==> src/rtl/uproc_pkg.sv <==
// Shared loader definitions: state encoding, default widths, stream byte width.
// ST_CHK only exists in builds with PROGRAM_LOADER_CHECKSUM_EN defined.
package uproc_pkg;

  localparam int BYTE_W             = 8;
  localparam int INS_WIDTH_DEF      = 13;
  localparam int INS_ADDR_WIDTH_DEF = 6;

  typedef enum logic [2:0] {
    ST_IDLE  = 3'd0,
    ST_COUNT = 3'd1,
    ST_LO    = 3'd2,
    ST_HI    = 3'd3,
    ST_LAST  = 3'd4,
`ifdef PROGRAM_LOADER_CHECKSUM_EN
    ST_CHK   = 3'd5,
`endif
    ST_DONE  = 3'd6,
    ST_ERR   = 3'd7
  } loader_state_t;

endpackage

==> src/rtl/program_loader_checksum.sv <==
// Running XOR of accepted stream bytes; clear wins over enable, result visible next cycle.
// Present only with PROGRAM_LOADER_CHECKSUM_EN; no backpressure of its own.
`ifdef PROGRAM_LOADER_CHECKSUM_EN
module loader_checksum
  import uproc_pkg::*;
(
  input  logic              clk,
  input  logic              nReset,
  input  logic              i_clr,
  input  logic              i_en,
  input  logic [BYTE_W-1:0] i_byte,
  output logic [BYTE_W-1:0] o_sum
);

  logic [BYTE_W-1:0] r_sum;

  always_ff @(posedge clk or negedge nReset) begin
    if (!nReset) begin
      r_sum <= '0;
    end else if (i_clr) begin
      r_sum <= '0;
    end else if (i_en) begin
      r_sum <= r_sum ^ i_byte;
    end
  end

  assign o_sum = r_sum;

endmodule
`endif

==> src/rtl/program_loader.sv <==
// Byte-stream program loader: count byte, then LO/HI per word; write strobe one cycle after HI accept.
// ByteReady drops outside COUNT/LO/HI/CHK; optional trailing XOR byte under PROGRAM_LOADER_CHECKSUM_EN.
module program_loader
  import uproc_pkg::*;
#(
  parameter int INS_ADDR_WIDTH = INS_ADDR_WIDTH_DEF,
  parameter int INS_WIDTH      = INS_WIDTH_DEF,
  parameter int PM_DEPTH       = 64
) (
  input  logic                      clk,
  input  logic                      nReset,
  input  logic                      Start,
  input  logic [BYTE_W-1:0]         ByteIn,
  input  logic                      ByteValid,
  output logic                      ByteReady,
  output logic                      PM_WE,
  output logic [INS_ADDR_WIDTH-1:0] PM_Addr,
  output logic [INS_WIDTH-1:0]      PM_Data,
  output logic                      CoreHold,
  output logic                      Busy,
  output logic                      Done,
  output logic                      Error
);

  localparam int CNT_W = INS_ADDR_WIDTH + 1;
  localparam int HI_W  = INS_WIDTH - BYTE_W;
  // HI byte bits that have no home in the instruction word
  localparam logic [BYTE_W-1:0] HI_MASK = BYTE_W'(16'hFF << HI_W);

  if (INS_WIDTH < 9 || INS_WIDTH > 16) begin : g_bad_width
    $error("program_loader: INS_WIDTH must be 9..16");
  end
  if (PM_DEPTH != (1 << INS_ADDR_WIDTH)) begin : g_bad_depth
    $error("program_loader: PM_DEPTH must equal 2**INS_ADDR_WIDTH");
  end

  loader_state_t             r_state, w_next;
  logic [CNT_W-1:0]          r_cnt, r_idx, w_idx_inc;
  logic [BYTE_W-1:0]         r_lo;
  logic                      r_we;
  logic [INS_ADDR_WIDTH-1:0] r_addr;
  logic [INS_WIDTH-1:0]      r_data;
  logic                      w_xfer, w_start, w_cnt_bad, w_hi_bad, w_last;

  assign w_xfer    = ByteValid & ByteReady;
  assign w_start   = Start & ((r_state == ST_IDLE) | (r_state == ST_DONE) | (r_state == ST_ERR));
  assign w_cnt_bad = (ByteIn == '0) || (32'(ByteIn) > 32'(PM_DEPTH));
  assign w_hi_bad  = |(ByteIn & HI_MASK);
  assign w_idx_inc = r_idx + CNT_W'(1);
  assign w_last    = (w_idx_inc == r_cnt);

`ifdef PROGRAM_LOADER_CHECKSUM_EN
  logic [BYTE_W-1:0] w_sum;

  loader_checksum u_checksum (
    .clk    (clk),
    .nReset (nReset),
    .i_clr  (w_start),
    .i_en   (w_xfer),
    .i_byte (ByteIn),
    .o_sum  (w_sum)
  );
`endif

  always_ff @(posedge clk or negedge nReset) begin
    if (!nReset) begin
      r_state <= ST_IDLE;
    end else begin
      r_state <= w_next;
    end
  end

  always_comb begin
    w_next = r_state;
    case (r_state)
      ST_IDLE, ST_DONE, ST_ERR: if (Start) w_next = ST_COUNT;
      ST_COUNT: if (w_xfer) w_next = w_cnt_bad ? ST_ERR : ST_LO;
      ST_LO:    if (w_xfer) w_next = ST_HI;
      ST_HI: begin
        if (w_xfer) begin
          if (w_hi_bad) begin
            w_next = ST_ERR;
          end else if (w_last) begin
`ifdef PROGRAM_LOADER_CHECKSUM_EN
            w_next = ST_CHK;
`else
            w_next = ST_LAST;
`endif
          end else begin
            w_next = ST_LO;
          end
        end
      end
      ST_LAST: w_next = ST_DONE;
`ifdef PROGRAM_LOADER_CHECKSUM_EN
      ST_CHK: if (w_xfer) w_next = (ByteIn == w_sum) ? ST_DONE : ST_ERR;
`endif
      default: w_next = ST_IDLE;
    endcase
  end

  always_comb begin
    ByteReady = 1'b0;
    Busy      = 1'b0;
    Done      = 1'b0;
    Error     = 1'b0;
    CoreHold  = 1'b1;
    case (r_state)
      ST_IDLE: CoreHold = 1'b0;
      ST_COUNT, ST_LO, ST_HI: begin
        ByteReady = 1'b1;
        Busy      = 1'b1;
      end
      ST_LAST: Busy = 1'b1;
`ifdef PROGRAM_LOADER_CHECKSUM_EN
      ST_CHK: begin
        ByteReady = 1'b1;
        Busy      = 1'b1;
      end
`endif
      ST_DONE: begin
        CoreHold = 1'b0;
        Done     = 1'b1;
      end
      ST_ERR:  Error = 1'b1;
      default: CoreHold = 1'b0;
    endcase
  end

  // Address/data only move on a write, so they hold the last word between strobes
  always_ff @(posedge clk or negedge nReset) begin
    if (!nReset) begin
      r_cnt  <= '0;
      r_idx  <= '0;
      r_lo   <= '0;
      r_we   <= 1'b0;
      r_addr <= '0;
      r_data <= '0;
    end else begin
      r_we <= 1'b0;
      if (w_start) begin
        r_cnt <= '0;
        r_idx <= '0;
      end
      if (w_xfer && r_state == ST_COUNT) r_cnt <= CNT_W'(ByteIn);
      if (w_xfer && r_state == ST_LO)    r_lo  <= ByteIn;
      if (w_xfer && r_state == ST_HI && !w_hi_bad) begin
        r_we   <= 1'b1;
        r_addr <= r_idx[INS_ADDR_WIDTH-1:0];
        r_data <= {ByteIn[HI_W-1:0], r_lo};
        r_idx  <= w_idx_inc;
      end
    end
  end

  assign PM_WE   = r_we;
  assign PM_Addr = r_addr;
  assign PM_Data = r_data;

endmodule
==> config.mk <==
export PLATFORM = sky130hd
export DESIGN_NAME = program_loader
export DESIGN_NICKNAME = d
export VERILOG_FILES = /design/src/rtl/uproc_pkg.sv /design/src/rtl/program_loader_checksum.sv /design/src/rtl/program_loader.sv
export SDC_FILE = /design/constraint.sdc
export NUM_CORES = 1
export LEC_CHECK = 0
export ABC_AREA = 1
export BUFFER_PORTS_ARGS = -buffer_cell sky130_fd_sc_hd__buf_2
export CAP_MARGIN = 20
export CORE_ASPECT_RATIO = 0.5
export CORE_MARGIN = 4
export CORE_UTILIZATION = 25
export CTS_BUF_LIST = sky130_fd_sc_hd__clkbuf_8 sky130_fd_sc_hd__clkbuf_16
export DETAILED_ROUTE_END_ITERATION = 8
export GPL_TIMING_DRIVEN = 1
export PLACE_DENSITY = 0.49
export SETUP_SLACK_MARGIN = 0.3
export SYNTH_ARGS = -nofsm -noshare
export SYNTH_HDL_FRONTEND = slang
export SYNTH_SLANG_ARGS = --single-unit
==> constraint.sdc <==
create_clock -name clk -period 1.4 [get_ports clk]
set_input_delay 0.07 -clock clk [delete_from_list [all_inputs] [get_ports clk]]
set_output_delay 0.07 -clock clk [all_outputs]
set_load 0.02 [all_outputs]
==> flow_summary.ini <==
[logic_synthesis]
synthesis.nets = 271
synth-seq-area-share_pct = 54.05
ys_seq_elements = 45
synthCells = 258
ys_types = 21
syn_area_mm2 = 0.002083
synth_area_per_cell_um2 = 8.075
ys_warnings = 0

[worst_setup_path]
reg2reg_depth = 14
timing.critical_path.slowest_stage_cell = dfrtp_2
timing.critical_path.slowest_cell_delay_ns = 0.40
critical_path_required_ns = 1.58
critical_path_cell_count = 14
endpoint_kind = flop
crit_type = flop to flop
largest_fanout_of_any_net_on_the_critical_path = 4
cp_num_buf_inv = 0
cp_cell_sequence = ha_4 > nand2_4 > nor2_4 > nand2_1 > nand2_2 > nand2_2 > nand2_1 > nand2_1 > nor2_2 > nand2_1 > nand2_1 > nand2_1 > nand2_1 > nand2_1
cp_common_cell = nand2_1
arrival_time_of_the_worst_setup_path_ns = 1.78
critical_path.top_delay_family = simple AND/OR/NAND/NOR gates
startpoint_type = flop

[pwr]
power_report.internal_total_mw = 4.588
max-vdd-ir-drop_uv = 1583
p_seq_share_pct = 28.8
comb_power_share_pct = 52.9
power.leakage_nw = 1.748
p_switching_mw = 2.921
pwr-share-clk_pct = 18.3
pwr_density_cell_mw_per_mm2 = 2074
sw_frac_of_total_pct = 38.90
post-layout-total-power_mw = 7.509

[drt]
postRouteAntennaNets = 0
dr_total_vias = 2043
drt_first_pass_iters = 4
drt-vias-per-instance = 4.403
average_detailed_routed_wire_length_per_instance_um = 13.53
drcViolationCount = 0
detailedRoute.firstIterationViolations = 76
finalWirelength_mm = 6.276

[clock_tree]
cts.path.max_buffers = 2
cts_tree = built
clkTransAtPathRegs_ns = 0.06
htree_levels = 2
clk_root_buffer_cell = clkbuf_16
insertion_delay_ns = 0.28
cts_buffers = 5
cts_num_sinks = 45

[floorplan]
coreArea_mm2 = 0.008058
initial_core_util_pct = 25.85
die_x_um = 137.1
io-pin-count = 37
die_area_mm2 = 0.009946
row_count = 23
die_y_um = 72.55

[global_routing]
initial_antenna_violation_count = 0
grt_pass1_wl_mm = 10.09
first_global_vias = 2089
grt_util_met3_pct = 2.701
busiest_layer = met2
gr-usage-met1_pct = 17.39
grt_max_degree = 33
global_route_usage_over_all_layers_pct = 12.73
grt_use_met2_pct = 20.62
grt_remaining_overflow = 0

[placed_design]
gp_routability_congestion = 0.8747
post-dp-hpwl_mm = 3.964
port-buffer-count = 36

[layout]
layout.cells.most_common = nand2_1
areaGrowthSynthToFinish_pct = 73.81
commonest_cells_after_routing_fill_and_taps_aside = 61 x nand2_1, 40 x dfrtp_1, 31 x buf_2
fin_nets = 364
layout-drive-gt1-share_pct = 54.83
postLayoutCoreUtil_pct = 44.94
num_antenna_cells = 0

[timing]
final.setup.worst_slack_ns = -0.2031
max_slew_headroom_at_the_worst_pin_pct = 77.22
report.final.slew_viol_count = 0
hold_violations = 0
clock_skew_ns = 0.003565
rsz0062_at_grt = yes
layout_worst_path_cycle_share_pct = 114.5
min_period_ns = 1.603
worstMarginPinSlew_ns = 0.3416
finalSetupViolCount = 44
fmax_ghz = 0.6238

[status]
run_status = complete, but fails checks
violations = negative setup slack

[min_path]
worstHoldPathCells = 2
hold_class = input pin to flop

[job]
cap_viol_max_count = 0
## flip-flops by register name, indices dropped and copies added, names as in the netlist
register,count
PM_Data,13
r_lo,8
r_cnt,7
r_idx,7
PM_Addr,6
r_state,3
PM_WE,1
## power groups by stage
stage / clock, mW / combinational [mW] / sequential [mW]
3_3_place_gp: 0 / 2.38 / 2.10
6_report: 1.38 / 3.97 / 2.16
3_5_place_dp: 0 / 2.42 / 2.10
5_1_grt: 1.47 / 4.33 / 2.23
4_1_cts: 1.39 / 3.22 / 2.08
2_1_floorplan: 0 / 1.27 / 2.32
## final timing paths
kind	slack [ns]	from	endpoint
setup reg to reg	-0.20	r_idx[0]	r_state[1]
min in group asynchronous	0.22	nReset	PM_Data[1]
hold / removal	0.06	ByteIn[7]	r_lo[7]
max in group asynchronous	0.68	nReset	r_state[0]
hold reg to reg	0.48	PM_Data[2]	PM_Data[2]
setup / recovery	-0.20	r_idx[0]	r_state[1]
## per-stage QoR
stage	setup TNS, ns	setup WS [ns]	hold slack (ns)	area, um2	std cells
6_report	-4.288	-0.2031	0.06051	3621	464
5_1_grt	-7.086	-0.3124	0.07149	3621	464
4_1_cts	-1.746	-0.1963	0.06115	3233	453
3_5_place_dp	-0.6589	-0.2186	-0.004218	2670	430
3_3_place_gp	-0.6737	-0.1814	-0.01154	2670	430
2_1_floorplan	-0.03060	-0.03060	-0.2256	2153	258
## cells by family (layout without fill, tap and decap cells)
logic type                 after synthesis  in the layout  synth area share [%]
DFF                                     45             45                 54.05
muxes                                    1              1                0.5405
adders and majority gates                1              1                0.6005
AOI/OAI and AO/OA                       35             35                 9.610
buffers and inverters                   39            133                 7.327
and+or+nand+nor                        137            137                 27.87
## worst reg2reg max path: cells and delay by family, from the launching register on
| family | cells | cell delay, ns |
|---|---|---|
| adders and majority gates | 1 | 0.16 |
| DFF | 1 | 0.40 |
| and+or+nand+nor | 13 | 0.93 |
## synth_stat cells
master,instances,area share (%)
nand2_1,94,17
dfrtp_1,45,54
inv_1,33,5.9
nor2_1,17,3.1
o21ai_0,17,4.1
nand3_1,14,3.4
o22ai_1,12,3.6
buf_2,5,1.2
o21ai_1,4,0.96
nand4_1,3,0.90
nand2_2,2,0.60
nor2_2,2,0.60
nor3_1,2,0.48
ha_1,1,0.60
inv_2,1,0.18
mux2_2,1,0.54
nor2_4,1,0.54
nor3b_1,1,0.36
nor4_4,1,1.0
o21bai_1,1,0.36
o22ai_2,1,0.60
## metal layers
layer	vias up	share of wire (%)
met3	8	4.5
met2	35	46
met4	0	1.1
met5	-	0
li1	1017	-
met1	983	48
## cell type report
class	instances	area [um2]
tap	112	140.1
timing repair buffer	91	805.8
multi-input combinational	174	1224
fill	784	4437
inverter	34	146.4
clock buffer	6	138.9
sequential	45	1132
clock inverter	2	33.78
## repair_timing
item / in CTS / in global routing
setup buffers: 12 / 10
hold buffers: 1 / 0
hold endpoints to repair: 13 / 0
resized for setup: 66 / 89
cloned: 2 / 1
setup endpoints to repair: 50 / 50
pin swaps: 9 / 24
No activity file was read; power rests on OpenSTA's default activity.
